File: config.mk
export PLATFORM = sky130hd
export DESIGN_NAME = mult16_seq
export DESIGN_NICKNAME = d
export VERILOG_FILES = /design/src/rtl/mult16_seq.sv
export SDC_FILE = /design/constraint.sdc
export NUM_CORES = 1
export LEC_CHECK = 0
export CORE_MARGIN = 5
export CORE_UTILIZATION = 45
export CTS_CLUSTER_SIZE = 30
export DETAILED_ROUTE_END_ITERATION = 10
export GPL_ROUTABILITY_DRIVEN = 0
export PLACE_DENSITY = 0.65
export SETUP_SLACK_MARGIN = 0.02
export SLEW_MARGIN = 20
export SYNTH_ARGS = -nofsm -noshare
export SYNTH_HDL_FRONTEND = slang
export SYNTH_SLANG_ARGS = --single-unit
File: constraint.sdc
create_clock -name clk -period 7.6 [get_ports clk]
set_input_delay 2.28 -clock clk [delete_from_list [all_inputs] [get_ports clk]]
set_output_delay 2.28 -clock clk [all_outputs]
set_load 0.05 [all_outputs]
File: src/rtl/mult16_seq.sv
// Sequential unsigned shift-add multiplier: one multiplier bit per clock,
// a fixed 16-iteration RUN phase, and a one-cycle done pulse with held result.
module mult16_seq #(
  parameter int WIDTH = 16
) (
  input  logic             clk,
  input  logic             rst,
  input  logic             start,
  input  logic [WIDTH-1:0] a,
  input  logic [WIDTH-1:0] b,
  output logic             busy,
  output logic             done,
  output logic [WIDTH-1:0] result_lo,
  output logic [WIDTH-1:0] result_hi
);

  localparam int CW = $clog2(WIDTH) + 1;
  localparam int PW = 2 * WIDTH;

  typedef enum logic [1:0] {
    S_IDLE = 2'd0,
    S_RUN  = 2'd1,
    S_DONE = 2'd2
  } state_t;

  state_t          r_state;
  state_t          w_state_next;
  logic [PW-1:0]   r_mcand;
  logic [WIDTH-1:0] r_mplier;
  logic [PW-1:0]   r_acc;
  logic [CW-1:0]   r_cnt;
  logic            r_busy;
  logic            r_done;
  logic [WIDTH-1:0] r_res_lo;
  logic [WIDTH-1:0] r_res_hi;

  logic            w_accept;
  logic [CW-1:0]   w_cnt_next;
  logic            w_last;
  logic [PW-1:0]   w_addend;
  logic [PW-1:0]   w_acc_next;

  assign w_accept   = start && (r_state != S_RUN);
  assign w_cnt_next = r_cnt + CW'(1);
  assign w_last     = (w_cnt_next == CW'(WIDTH));
  assign w_addend   = r_mplier[0] ? r_mcand : {PW{1'b0}};
  // Accumulator is wide enough for the full product, so this add never wraps.
  assign w_acc_next = r_acc + w_addend;

  // State register.
  always_ff @(posedge clk or posedge rst) begin
    if (rst) begin
      r_state <= S_IDLE;
    end else begin
      r_state <= w_state_next;
    end
  end

  // Next-state logic; DONE with start high re-enters RUN without an idle cycle.
  always_comb begin
    w_state_next = r_state;
    case (r_state)
      S_IDLE: begin
        if (start) begin
          w_state_next = S_RUN;
        end else begin
          w_state_next = S_IDLE;
        end
      end
      S_RUN: begin
        if (w_last) begin
          w_state_next = S_DONE;
        end else begin
          w_state_next = S_RUN;
        end
      end
      S_DONE: begin
        if (start) begin
          w_state_next = S_RUN;
        end else begin
          w_state_next = S_IDLE;
        end
      end
      default: begin
        w_state_next = S_IDLE;
      end
    endcase
  end

  // Status flags registered from the next state so they track the state exactly.
  always_ff @(posedge clk or posedge rst) begin
    if (rst) begin
      r_busy <= 1'b0;
      r_done <= 1'b0;
    end else begin
      r_busy <= (w_state_next == S_RUN);
      r_done <= (w_state_next == S_DONE);
    end
  end

  // Operand capture and one shift-add iteration per RUN cycle.
  always_ff @(posedge clk or posedge rst) begin
    if (rst) begin
      r_mcand  <= {PW{1'b0}};
      r_mplier <= {WIDTH{1'b0}};
      r_acc    <= {PW{1'b0}};
      r_cnt    <= {CW{1'b0}};
    end else if (w_accept) begin
      r_mcand  <= {{WIDTH{1'b0}}, a};
      r_mplier <= b;
      r_acc    <= {PW{1'b0}};
      r_cnt    <= {CW{1'b0}};
    end else if (r_state == S_RUN) begin
      r_mcand  <= {r_mcand[PW-2:0], 1'b0};
      r_mplier <= {1'b0, r_mplier[WIDTH-1:1]};
      r_acc    <= w_acc_next;
      r_cnt    <= w_cnt_next;
    end else begin
      r_mcand  <= r_mcand;
      r_mplier <= r_mplier;
      r_acc    <= r_acc;
      r_cnt    <= r_cnt;
    end
  end

  // Result words change only when the final iteration completes.
  always_ff @(posedge clk or posedge rst) begin
    if (rst) begin
      r_res_lo <= {WIDTH{1'b0}};
      r_res_hi <= {WIDTH{1'b0}};
    end else if ((r_state == S_RUN) && w_last) begin
      r_res_lo <= w_acc_next[WIDTH-1:0];
      r_res_hi <= w_acc_next[PW-1:WIDTH];
    end else begin
      r_res_lo <= r_res_lo;
      r_res_hi <= r_res_hi;
    end
  end

  assign busy      = r_busy;
  assign done      = r_done;
  assign result_lo = r_res_lo;
  assign result_hi = r_res_hi;

endmodule

Word level (Yosys, flattened, before mapping)
Cells that the tools add are included.

Add/sub/neg operators: 2. $mul: 0. Divide/modulo/power cells: 0. Order comparisons: 0. Equal/unequal tests: 6. Shift-type cells: 0. Muxes and demuxes: 12. Bitwise operators: 0. Reductions and logical operators: 5.

Operators by type and width (number): 32-bit 2-to-1 mux (5); 32-bit adder (1); 16-bit 2-to-1 mux (2); 5-bit 2-to-1 mux (2); 5-bit by 1-bit adder with 5-bit output, second input constant (1); 5-bit == test, second input constant (1); 2-bit by 1-bit == test with 1-bit output, second input constant (2); 2-bit == test, second input constant (2); 2-bit case mux with 2 select lines (1); 1-bit logical AND (2); 2-bit logical NOT (1); 2-bit 2-to-1 mux (1); 2-bit by 1-bit inequality test with 1-bit output, second input constant (1); 2-bit nonzero test (1); 2-bit OR reduction (1); 1-bit 2-to-1 mux (1).

Register bits: 121. Bits in latches: 0. RAM bits: 0. Memory bits (read-only): 0. Word-level logic and storage cells: 34. Memories kept: 0.

Depth between registers and ports, before layout
Depth after elaboration: 5. Depth in mapped cells: 12. Depth with buffers taken out: 11.

Worst setup path before layout
OpenSTA, ideal clock, no wires.

Path type: input to register. Start point: in start. End point: reg r_mcand[10]. Library setup time: 133 ps. Arrival: 3281 ps. Path slack: 4186 ps. Stages on the path: 4. Buffers on the path: 2. Cell sequence: clkbuf_1 buf_1 mux2i_1 o21ai_0.

Word-level cells in the longest chain between the ends: 2.

Ends and longest elaborated chain: start: declaration (line 8) `input logic start,`; 1-bit logical AND (*) (line 43) `assign w_accept = start && (r_state != S_RUN);`; 32-bit 2-to-1 mux or 2-bit nonzero test (tied branches); end signal: assignment (line 109) `r_mcand <= {{WIDTH{1'b0}}, a};`; end signal: assignment (line 114) `r_mcand <= {r_mcand[PW-2:0], 1'b0};`; end signal: assignment (line 119) `r_mcand <= r_mcand;`; end: declaration (line 28) `logic [PW-1:0] r_mcand;`.

Every way passes the cells marked *; elsewhere a longest branch is shown, timed or not. A chain may end at the register's enable or synchronous reset.

Worst setup path in the final report
Start point: in start. End point: reg r_acc[28].

Word-level cells in the longest chain between the ends: 2.

Ends and longest elaborated chain: 1-bit logical AND (*) (line 43); 32-bit 2-to-1 mux or 2-bit nonzero test (tied branches); end signal: assignment (line 106) `r_acc <= {PW{1'b0}};`; end signal: assignment (line 111) `r_acc <= {PW{1'b0}};`; end signal: assignment (line 116) `r_acc <= w_acc_next;`; end: declaration (line 30) `logic [PW-1:0] r_acc;`.

Marked as above.

==> impl_results.md <==
* Core area at 15310 um2
* DR WL/cell at 15.97 um
* Worst path slowest cell: clkinv_1
* Chip width at 135.2 um
* Via count at 5840
* Crit path max fanout at 34
* Power per cell area at 418.1 nW/um2
* Clock Tree Buf Depth at 2
* Static leakage at 0.003825 uW
* Most common cell after layout, fill and taps aside: nand2_1
* Buf/Inv on CP at 3
* Tot GR Track Use at 19.59%
* TritonCTS clock tree: done
* Initial antenna violation count at 0
* Top cells by area, synth: dfrtp_1, nand2_1, o21ai_0, ha_1, mux2i_1
* Clock-pin slew on the worst setup and hold paths at 0.06 ns
* Post-synth EDFFs at 0
* Area Overhead vs Synth at 20.81%
* Tcrit/Tclk final at 59.68%
* Setup Fix Bufs, Post-CTS at 0
* Root Driver: clkbuf_16
* FF-to-FF setup slack at 3.83 ns
* Syn Nets at 861
* Crit path max-delay family: buffers and inverters
* Post-synthesis register bit count at 121
* PostCTS Resize Cnt at 0
* Non-filler cells, final at 1060
* Post-synth top flop: dfrtp_1
* Largest net degree at the start of global routing at 122
* Residual DRC count at 0
* Maxcap violations at 0
* CP Launch Type: primary input
* Cell Area, Synth at 7053 um2
* Count of different cell masters after synthesis at 61
* Post-Route Skew at 0.008760 ns
* Critical path cell sequence: buf_2 -> clkinv_1 -> buf_4 -> and3_1 -> a21oi_1 -> o21ai_1
* Commonest cells after routing, fill and taps aside: nand2_1, dfrtp_1, o21ai_0
* Port bufs at 68
* Asr flop ratio synth at 100.0%
* DR pass1 iterations at 7
* Reg2reg start: r_mplier[0]
* Ant diodes at 0
* DRT iter0 DRCs at 454
* First-pass GRT wire length at 28920 um
* Status: finished, final reports clean
* Hold-fix buffers, CTS at 0
* Slew Viols, Final at 0
* FF-to-FF path depth at 11
* Vias in the first global route at 5901
* Later-pin clock latency in the skew report at 0.42 ns
* Sequential area share after synthesis at 42.93%
* Critical path class: primary input to register
* Post-Syn Instances at 793
* I/O pin count at 69
* RSZ-0062 raised after global routing: false
* FMAX at 220.5 MHz
* Die height at 135.2 um
* Slowest stage delay, CP at 0.87 ns
* # rows at 45
* Die area at 18280 um2
* Least-Margin Pin Slew at 1.033 ns
* Final setup violation count at 0
* Final Hold Viols at 0
* Final setup TNS at 0 ns
* CTS sink cnt at 121
* Worst hold-check path type: register to register
* Vias/cell at 5.509
* Nets@finish at 904
* Synth area leader: dfrtp_1
* Clock H-tree levels at 4
* Hold_sp: result_lo[12]
* Number of instances in the placed design at 1028
* Initial Util at 46.05%
* Syn_area_per_cell at 8.894 um2
* CP endpoint kind: register
* WL final at 16930 um
* Total congestion overflow at 0
* Final ANT Viol Nets at 0
* Post-synth top area share at 42.93%
* CP required at 7.89 ns
* Tmin final at 4.536 ns
* Worst r2r dst: result_hi[12]
* Share of layout cells above drive strength 1 at 6.714%
* Hold endpoint: result_lo[12]
* WP data arrival at 4.82 ns
* Syn. warnings at 0
* Post-DP HPWL at 11740 um
* Max-slew headroom at 31.12%
* WHS Path Cells at 2
* Max VDD drop at 0.2969 mV
* Cts bufs inserted at 17
-- cells in the mapped netlist, types with 5 or more instances --
master    instances
o211ai_1          6
buf_2             6
nand2b_1          5
o21bai_1          6
xnor2_1          18
and4_1            6
nor2_1           18
a21oi_1          36
and2_1           33
nand2_1         155
o21ai_0         106
mux2i_1          33
a21o_1           11
buf_1             5
o31ai_1           6
ha_1             32
inv_1            17
o21a_1            5
dfrtp_1         121
clkbuf_1         37
xor2_1           10
o21ai_1          11
nand3_1          32
nand4_1          15
-- metrics by stage --
step                      hold slack [ns]  setup WS (ns)  utilization, %  power [uW]  cell area [um2]
after floorplan                    0.4492          2.106               -        2211             7053
after global placement             0.4580          2.709           51.24        2612             7848
after global routing               0.4963          2.899           55.64        3806             8521
final                              0.4750          3.064           55.64        3563             8521
after CTS                          0.4810          3.060           55.64        3592             8521
after detailed placement           0.4624          2.655           51.24        2664             7848
-- cell families (layout without fill, tap and decap cells) --
group / after synthesis / in the layout / synth area share (%)
AND/OR/NAND/NOR: 287 / 287 / 19.30
AO/OA/AOI/OAI: 223 / 223 / 19.71
flip-flops: 121 / 121 / 42.93
buffers and inverters: 67 / 123 / 3.725
multiplexers: 34 / 34 / 4.896
adder cells (fa/ha/maj): 33 / 33 / 5.961
XOR/XNOR: 28 / 28 / 3.477
-- power by group --
group / internal (uW) / switching [uW]
Clock: 618 / 294
Sequential: 921 / 197
Combinational: 539 / 994
-- cell type report --
cell class                 instances  area, um2
fill                            1399       6794
multi-input combinational        605       3772
sequential                       121       3028
timing repair buffer              73      713.2
clock buffer                      22      484.2
tap                              211      264.0
clock inverter                    10      188.9
inverter                          18      70.07
-- flip-flops by register name (all words and copies together), names as in the netlist --
register and flops:
r_state 2, r_cnt 5, result_lo 16, r_mcand 32, r_acc 32, result_hi 16
r_mplier 16, busy 1, done 1
-- layer usage --
| layer | wire length, um | share of wire (%) | global-route usage, % |
|---|---|---|---|
| met5 | 0 | 0 | 0 |
| met2 | 8073 | 48 | 31.72 |
| met3 | 733 | 4.3 | 4.643 |
| met1 | 7893 | 47 | 26.47 |
| met4 | 231 | 1.4 | 5.375 |
-- worst max-delay path by stage --
stage | start | end | slack, ns | cells past startpoint
CTS | start | r_acc[28] | 3.06 | 6
finish | start | r_acc[28] | 3.06 | 6
global route | start | r_acc[28] | 2.90 | 6
detailed placement | start | r_acc[28] | 2.65 | 6
global placement | start | r_acc[28] | 2.71 | 6
floorplan | rst | busy | 2.11 | 1
-- worst reg2reg max path, cell delays in order, from the launching register on --
cell and delay (ns):
dfrtp_1 0.75, and2_1 0.33, ha_1 0.21, fa_1 0.41
a21o_1 0.21, a211o_1 0.33, a211oi_2 0.33, nor2_1 0.17
a31o_1 0.22, a211oi_2 0.27, mux2_4 0.35, o22ai_2 0.13
Power figures use the tool's default switching activity.
